$ cat src/rtl/rvsteel_spi_pkg.sv
// Shared types and constants for the rvsteel SPI target.
package rvsteel_spi_pkg;

    typedef enum logic {
        IDLE   = 1'b0,
        ACTIVE = 1'b1
    } state_t;

    // SPI mode number is {cpol, cpha}.
    typedef enum logic [1:0] {
        MODE0 = 2'd0,
        MODE1 = 2'd1,
        MODE2 = 2'd2,
        MODE3 = 2'd3
    } spi_mode_t;

    localparam logic [7:0] DEFAULT_IDLE_FILL = 8'h00;

endpackage

$ cat src/rtl/rvsteel_sync.sv
// Multi-flop synchronizer for one asynchronous input, with a selectable reset level.
module rvsteel_sync #(
    parameter int   STAGES      = 2,
    parameter logic RESET_VALUE = 1'b0
) (
    input  logic clock,
    input  logic reset,
    input  logic din,
    output logic dout
);

    logic [STAGES-1:0] chain;

    // NOTE: sequential state is always assigned with <= so every flop samples pre-edge values.
    always_ff @(posedge clock) begin
        if (reset) chain <= {STAGES{RESET_VALUE}};
        else       chain <= {chain[STAGES-2:0], din};
    end

    assign dout = chain[STAGES-1];

endmodule

$ cat src/rtl/rvsteel_spi_target.sv
// SPI target: oversampled sclk/pico/cs, one-byte transmit buffer, strobed receive byte.
module rvsteel_spi_target
    import rvsteel_spi_pkg::*;
#(
    parameter int         SYNC_STAGES = 2,
    parameter logic [7:0] IDLE_FILL   = DEFAULT_IDLE_FILL
) (
    input  logic       clock,
    input  logic       reset,
    input  logic       cpol,
    input  logic       cpha,
    input  logic       sclk,
    input  logic       pico,
    input  logic       cs,
    output logic       poci,
    output logic       poci_oe,
    input  logic [7:0] tx_data,
    input  logic       tx_write,
    output logic       tx_ready,
    output logic [7:0] rx_data,
    output logic       rx_valid,
    output logic       busy,
    output logic       underrun
);

    logic sclk_s, pico_s, cs_s;

    rvsteel_sync #(.STAGES(SYNC_STAGES), .RESET_VALUE(1'b0)) u_sync_sclk (
        .clock(clock), .reset(reset), .din(sclk), .dout(sclk_s)
    );
    rvsteel_sync #(.STAGES(SYNC_STAGES), .RESET_VALUE(1'b0)) u_sync_pico (
        .clock(clock), .reset(reset), .din(pico), .dout(pico_s)
    );
    rvsteel_sync #(.STAGES(SYNC_STAGES), .RESET_VALUE(1'b1)) u_sync_cs (
        .clock(clock), .reset(reset), .din(cs), .dout(cs_s)
    );

    // A registered copy of each synchronized pin feeds the edge compare, so a pin
    // change is seen SYNC_STAGES+1 cycles later; pico is delayed identically to sclk.
    logic sclk_d, sclk_q, pico_d, cs_d, cs_q;

    always_ff @(posedge clock) begin
        if (reset) begin
            sclk_d <= 1'b0;
            sclk_q <= 1'b0;
            pico_d <= 1'b0;
            cs_d   <= 1'b1;
            cs_q   <= 1'b1;
        end else begin
            sclk_d <= sclk_s;
            sclk_q <= sclk_d;
            pico_d <= pico_s;
            cs_d   <= cs_s;
            cs_q   <= cs_d;
        end
    end

    state_t    state, state_next;
    spi_mode_t mode_q;

    logic sclk_rise, sclk_fall, cs_fall, cs_rise;
    logic lead_edge, trail_edge, edge_ok, sample_edge, shift_edge;

    assign sclk_rise = sclk_d & ~sclk_q;
    assign sclk_fall = ~sclk_d & sclk_q;
    assign cs_fall   = ~cs_d & cs_q;
    assign cs_rise   = cs_d & ~cs_q;

    // Leading edge leaves the idle (cpol) level.
    assign lead_edge   = mode_q[1] ? sclk_fall : sclk_rise;
    assign trail_edge  = mode_q[1] ? sclk_rise : sclk_fall;
    assign edge_ok     = (state == ACTIVE) && !cs_rise;
    assign sample_edge = edge_ok && (mode_q[0] ? trail_edge : lead_edge);
    assign shift_edge  = edge_ok && (mode_q[0] ? lead_edge : trail_edge);

    always_ff @(posedge clock) begin
        if (reset) state <= IDLE;
        else       state <= state_next;
    end

    // NOTE: every output of this block gets a default first, so no path can infer a latch.
    always_comb begin
        state_next = state;
        busy       = 1'b0;
        poci_oe    = 1'b0;
        case (state)
            IDLE: begin
                if (cs_fall) state_next = ACTIVE;
            end
            ACTIVE: begin
                busy    = 1'b1;
                poci_oe = 1'b1;
                if (cs_rise) state_next = IDLE;
            end
            default: state_next = IDLE;
        endcase
    end

    logic [2:0] bit_cnt;
    logic       byte_pending;
    logic [6:0] rx_shift;
    logic [7:0] tx_shift;
    logic [7:0] tx_buf;
    logic [7:0] next_byte;
    logic       start_at_cs, start_at_shift, byte_start;

    assign start_at_cs    = (state == IDLE) && cs_fall;
    assign start_at_shift = shift_edge && byte_pending;
    assign byte_start     = start_at_cs || start_at_shift;
    assign next_byte      = tx_ready ? IDLE_FILL : tx_buf;

    always_ff @(posedge clock) begin
        if (reset) begin
            mode_q       <= MODE0;
            bit_cnt      <= 3'd0;
            byte_pending <= 1'b0;
            rx_shift     <= 7'd0;
            tx_shift     <= 8'd0;
            tx_buf       <= 8'd0;
            tx_ready     <= 1'b1;
            poci         <= 1'b0;
            rx_data      <= 8'd0;
            rx_valid     <= 1'b0;
            underrun     <= 1'b0;
        end else begin
            rx_valid <= 1'b0;
            underrun <= 1'b0;

            if (start_at_cs) begin
                mode_q       <= spi_mode_t'({cpol, cpha});
                bit_cnt      <= 3'd0;
                byte_pending <= 1'b0;
                // With cpha=1 bit 7 waits for the first shift edge.
                if (cpha) begin
                    tx_shift <= next_byte;
                    poci     <= 1'b0;
                end else begin
                    tx_shift <= {next_byte[6:0], 1'b0};
                    poci     <= next_byte[7];
                end
            end else if ((state == ACTIVE) && cs_rise) begin
                poci         <= 1'b0;
                byte_pending <= 1'b0;
            end else begin
                if (shift_edge) begin
                    if (byte_pending) begin
                        byte_pending <= 1'b0;
                        tx_shift     <= {next_byte[6:0], 1'b0};
                        poci         <= next_byte[7];
                    end else begin
                        tx_shift <= {tx_shift[6:0], 1'b0};
                        poci     <= tx_shift[7];
                    end
                end
                if (sample_edge) begin
                    rx_shift <= {rx_shift[5:0], pico_d};
                    bit_cnt  <= bit_cnt + 3'd1;
                    if (bit_cnt == 3'd7) begin
                        rx_data      <= {rx_shift, pico_d};
                        rx_valid     <= 1'b1;
                        byte_pending <= 1'b1;
                    end
                end
            end

            if (byte_start) begin
                if (tx_ready) underrun <= 1'b1;
                else          tx_ready <= 1'b1;
            end
            // A write racing an empty-buffer byte start lands for the following byte.
            if (tx_write && tx_ready) begin
                tx_buf   <= tx_data;
                tx_ready <= 1'b0;
            end
        end
    end

endmodule

$ cat config.mk
export PLATFORM = sky130hd
export DESIGN_NAME = rvsteel_spi_target
export DESIGN_NICKNAME = d
export VERILOG_FILES = /design/src/rtl/rvsteel_spi_pkg.sv /design/src/rtl/rvsteel_sync.sv /design/src/rtl/rvsteel_spi_target.sv
export SDC_FILE = /design/constraint.sdc
export NUM_CORES = 1
export LEC_CHECK = 0
export BUFFER_PORTS_ARGS = -buffer_cell sky130_fd_sc_hd__buf_4
export CAP_MARGIN = 25
export CORE_UTILIZATION = 50
export DETAILED_ROUTE_END_ITERATION = 8
export PLACE_DENSITY = 0.81
export SKIP_LAST_GASP = 1
export SLEW_MARGIN = 10
export SYNTH_ARGS = -nofsm -noshare
export SYNTH_HDL_FRONTEND = slang
export SYNTH_SLANG_ARGS = --single-unit
$ cat constraint.sdc
create_clock -name clock -period 2.35 [get_ports clock]
set_input_delay 0.47 -clock clock [delete_from_list [all_inputs] [get_ports clock]]
set_output_delay 0.47 -clock clock [all_outputs]
set_load 0.05 [all_outputs]
==> Yosys cells after proc, flatten, opt, wreduce, memory -nomap -nowiden <==
Cells that the tools add are included.
{ "totals": {"wordCells": 82, "regBits": 53, "out_inout_bits": 14, "inputBits": 16} }
{ "op_classes": {"reduce_logical": 20, "mux": 26, "add_sub_neg": 1, "eq_ne": 2, "n_bitwise": 13} }
{ "op_table": {"columns": ["operator", "n"], "rows": [
  ["8-bit two-way mux", 6],
  ["1-bit two-way mux", 19],
  ["1-bit NOT", 9],
  ["1-bit logical AND", 7],
  ["1-bit AND", 4],
  ["2-bit AND reduction", 2],
  ["4-bit AND reduction", 1],
  ["2-bit nonzero test", 2],
  ["2-bit OR reduction", 2],
  ["4-bit OR reduction", 1],
  ["3-bit by 1-bit adder with 3-bit output (second input constant)", 1],
  ["3-bit == test (second input constant)", 1],
  ["3-bit AND reduction", 1],
  ["3-bit nonzero test", 1],
  ["3-bit OR reduction", 1],
  ["2-bit inequality test (second input constant)", 1],
  ["1-bit case mux with 2 select lines", 1],
  ["1-bit logical NOT", 1],
  ["1-bit logical OR", 1]
]} }

==> Longest topological paths before layout <==
{ "depth": {"ltp_word": 9, "mapped_depth": 6, "mapped_depth_nobuf": 5} }

==> By module <==
Synthesis repeated with hierarchy kept, for this count alone.
{ "hier_totals": {"hier_cells": 263, "hier_area_um2": 2302.2} }
{ "modules_own_cells": {"columns": ["mod", "cells_per_inst", "n_inst", "area_each_um2", "seq_area_each_um2"], "rows": [
  ["rvsteel_spi_target", 251, 1, 2144.6, 940.9],
  ["rvsteel_sync", 4, 3, 52.6, 40.0]
]} }

==> Worst setup path after synthesis <==
OpenSTA, ideal clock, no wires.
{ "synth_path": {"path_type": "flip-flop to flip-flop", "startpoint": "register state", "endpoint": "register tx_shift[1]", "path_slack_ns": 0.602, "synth_period_minus_slack_ns": 1.748, "stages_incl_launch_ff": 6, "arrival_ns": 1.657, "t_required_ns": 2.259, "setup_time_ns": 0.091, "n_path_buf": 1, "path_cell_list": "dfxtp_1 > buf_2 > nor2_1 > o21ai_1 > a31oi_1 > a311oi_1"} }
{ "synth_between": {"elab_chain_cells": 4, "elab_cells_between_ends": 9, "classes_between": "1 x eq/ne; 1 x mux; 1 x bitwise; 6 x reduce/logical"} }
{ "synth_rtl": {"columns": ["item", "line_no", "source"], "rows": [
  ["start: declaration", "rvsteel_spi_target.sv:58", "state_t state, state_next;"],
  ["start signal: assignment", "rvsteel_spi_target.sv:78", "else state <= state_next;"],
  ["1-bit NOT / 1-bit logical AND (equally long branches)", null, null],
  ["1-bit logical AND, on equally long branches", "rvsteel_spi_target.sv:107, rvsteel_spi_target.sv:74", null],
  ["2-bit inequality test (no source line) / 2-bit nonzero test (equally long branches)", null, null],
  ["2-bit AND reduction (no source line)", null, null],
  ["end signal: assignment", "rvsteel_spi_target.sv:135", "tx_shift <= next_byte;"],
  ["end signal: assignment", "rvsteel_spi_target.sv:138", "tx_shift <= {next_byte[6:0], 1'b0};"],
  ["end signal: assignment", "rvsteel_spi_target.sv:148", "tx_shift <= {next_byte[6:0], 1'b0};"],
  ["end: declaration", "rvsteel_spi_target.sv:102", "logic [7:0] tx_shift;"]
]} }
Several ways; a longest one is shown, not always the timed one.
A chain may end at the register's enable or synchronous reset.

==> Worst setup path in the final report <==
{ "layout_path": {"startpoint": "register state", "endpoint": "register tx_shift[5]"} }
Same word-level chain as after synthesis.

==> results.txt <==
Gr usage total: 20.8%
Seq/Total Area, Yosys: 45.7%
Ranking of synthesized cells by area: dfxtp_1 46%, a21oi_1 5.8%, nand2_1 5.3%
Filler Cells Inserted: 372
GRT overflow: 0
Antenna diode count: 0
Hold_buf cts: 0
Final wirelength: 4880 um
Pwr Density: 614 nW/um^2
Row count: 24
Wire per inst: 14.8 um
Post-CTS sizing: 0
1st-iter DRT viols: 138
Clk slew on worst S/H paths: 90 ps
Metal3 WL: 237 um
Pre-CTS setup slack: 683 ps
Outcome: finished clean
Post-synth top flop: dfxtp_1
HPWL after DPL: 3100 um
Rel. slew slack: 60.3%
Hold Path Class: primary input to flip-flop
Die area: 4920 um^2
Final Max Slew Viols: 0
Met2 WL: 2230 um
Post-route setup TNS: 0 ps
Final WS setup: 628 ps
Largest net degree at the start of global routing: 50
IO Pins: 30
Top cell type's share of synthesized area: 45.7%
Synthesized flop and latch total: 53
Worst vdd ir: 0.411 mV
Async SR Flop Fraction: 0%
Tmin final: 1720 ps
Crit share post-route: 73.3%
Synthesized area per cell: 9.07 um^2
Maximum clock rate: 0.581 GHz
Routed Antenna Nets: 0
Clk_skew: 4.26 ps
Syn Nets: 274
Top sig layer: met4
Post-DP Area: 2520 um^2
Number of buffers created by CTS: 5
Final nets: 295
Vias in the first global route: 1,845
Vert. Die Dim: 70.2 um
Post-CTS setup buffers: 0
Max Root-Sink Buffers: 2
EDFF count, synth: 0
Initial antenna violation count: 0
Synth warn: 0
Starting Density: 52.6%
Measured slew at the worst slew-check pin: 592 ps
Setup CP Type: flip-flop to flip-flop
Crit end category: flip-flop
CTS tree: done
Port Buf Inserts: 29
Drt pass-1 iters: 4
Clk sinks: 53
Power Total: 1600 uW
Metal-1 WL: 2360 um
Core footprint: 4410 um^2
Post-Syn Instances: 256
Synth top cells by count: 53 x dfxtp_1, 33 x nand2_1, 27 x a21oi_1, 15 x nand3_1, 13 x a31oi_1
Die extent in x: 70.2 um
Fin area: 2610 um^2
Max Cap Viol: 0
CTS H-tree lvls: 2
Leakage dissipation: 0.000929 uW
First-pass GRT wire length: 8290 um
DR DRC count: 0
Unrepaired setup endpoints after global routing: false
WP data arrival: 1890 ps
Via count: 1,946
Later-pin clock latency in the skew report: 300 ps
Netlist Area Pre-Place: 2320 um^2
Final design utilization: 59.0%
CP required: 2510 ps
Yosys top cell by area: dfxtp_1
Distinct cell type count of the synthesized netlist: 40
Endpoints failing hold: 0
Drt via density: 5.91
Startpoint types: flip-flop
Most common cell in the synthesized netlist: dfxtp_1
Root Buffer: clkbuf_8
Worst-path fanout max: 14
GP Congestion: 0.848
Final setup violating endpoints: 0
Share of cells above drive strength 1: 21.3%
Area delta synth->final: 12.2%
==> path summary, 6_finish.rpt <==
path	startpoint	to	slack [ps]	depth (start not counted)
setup / recovery	state$_SDFF_PP0_	tx_shift[5]$_SDFFE_PP0P_	630	4
hold / removal	cs	u_sync_cs.chain[0]$_SDFF_PP1_	350	2
setup reg to reg	state$_SDFF_PP0_	tx_shift[5]$_SDFFE_PP0P_	630	4
hold reg to reg	u_sync_cs.chain[0]$_SDFF_PP1_	u_sync_cs.chain[1]$_SDFF_PP1_	420	1
==> area by class of cell <==
class	count	area (um^2)	share of cell area [%]
Clock buffer	7	86.3	3.31
Sequential cell	53	1060	40.7
Tap cell	52	65.1	2.50
Timing Repair Buffer	32	240	9.22
Multi-Input combinational cell	183	1140	43.9
Inverter	2	7.51	0.288
==> through the flow <==
step,cells,hold WS (ps)
2_1_floorplan,256,389
3_3_place_gp,322,407
3_5_place_dp,322,402
4_1_cts,329,344
5_1_grt,329,344
6_report,329,351
==> per-layer routing <==
layer	vias up	track usage (%)
li1	962	-
met1	925	28.2
met2	53	33.0
met3	6	5.19
met4	0	6.00
met5	-	0
==> logic make-up after synthesis <==
kind of cell | synth area share (%)
xor gates and xnor gates | 1.08
muxes | 3.99
buffers and inverters | 5.01
AOI/OAI and AO/OA | 22.5
and+or+nand+nor | 20.7
DFF | 45.7
adders and majority gates | 1.08
==> cells in the final DEF, fill, tap and decap left out, drive strengths merged, types with 3 or more instances in the layout <==
cell	instances
nor2	4
a21oi	34
mux2	5
nand2	33
or2	4
buf	32
nand3	15
a311oi	8
nor2b	12
nand2b	3
dfxtp	53
o31ai	8
o21ai	13
nand4	8
a31oi	13
clkbuf	7
and3	5
==> registers in the layout (all words and copies together) (netlist names), 2 cells and up <==
name and cells:
bit_cnt 3, mode_q 2, rx_data 8, rx_shift 7
tx_buf 8, tx_shift 8, u_sync_cs.chain 2, u_sync_pico.chain 2
u_sync_sclk.chain 2
==> report_power, final <==
part           internal, uW  leakage (uW)  switching, uW
Sequential              925      0.000431           22.7
Clock                   234     0.0000443            271
Combinational          58.4      0.000453           87.4
==> worst max-delay path: stages, from the launching register on <==
cell	delay, ps
dfxtp_1	430
nor3b_4	520
mux2_2	440
nand2_1	90
a311oi_1	90
(Power assumes the default switching activity.)
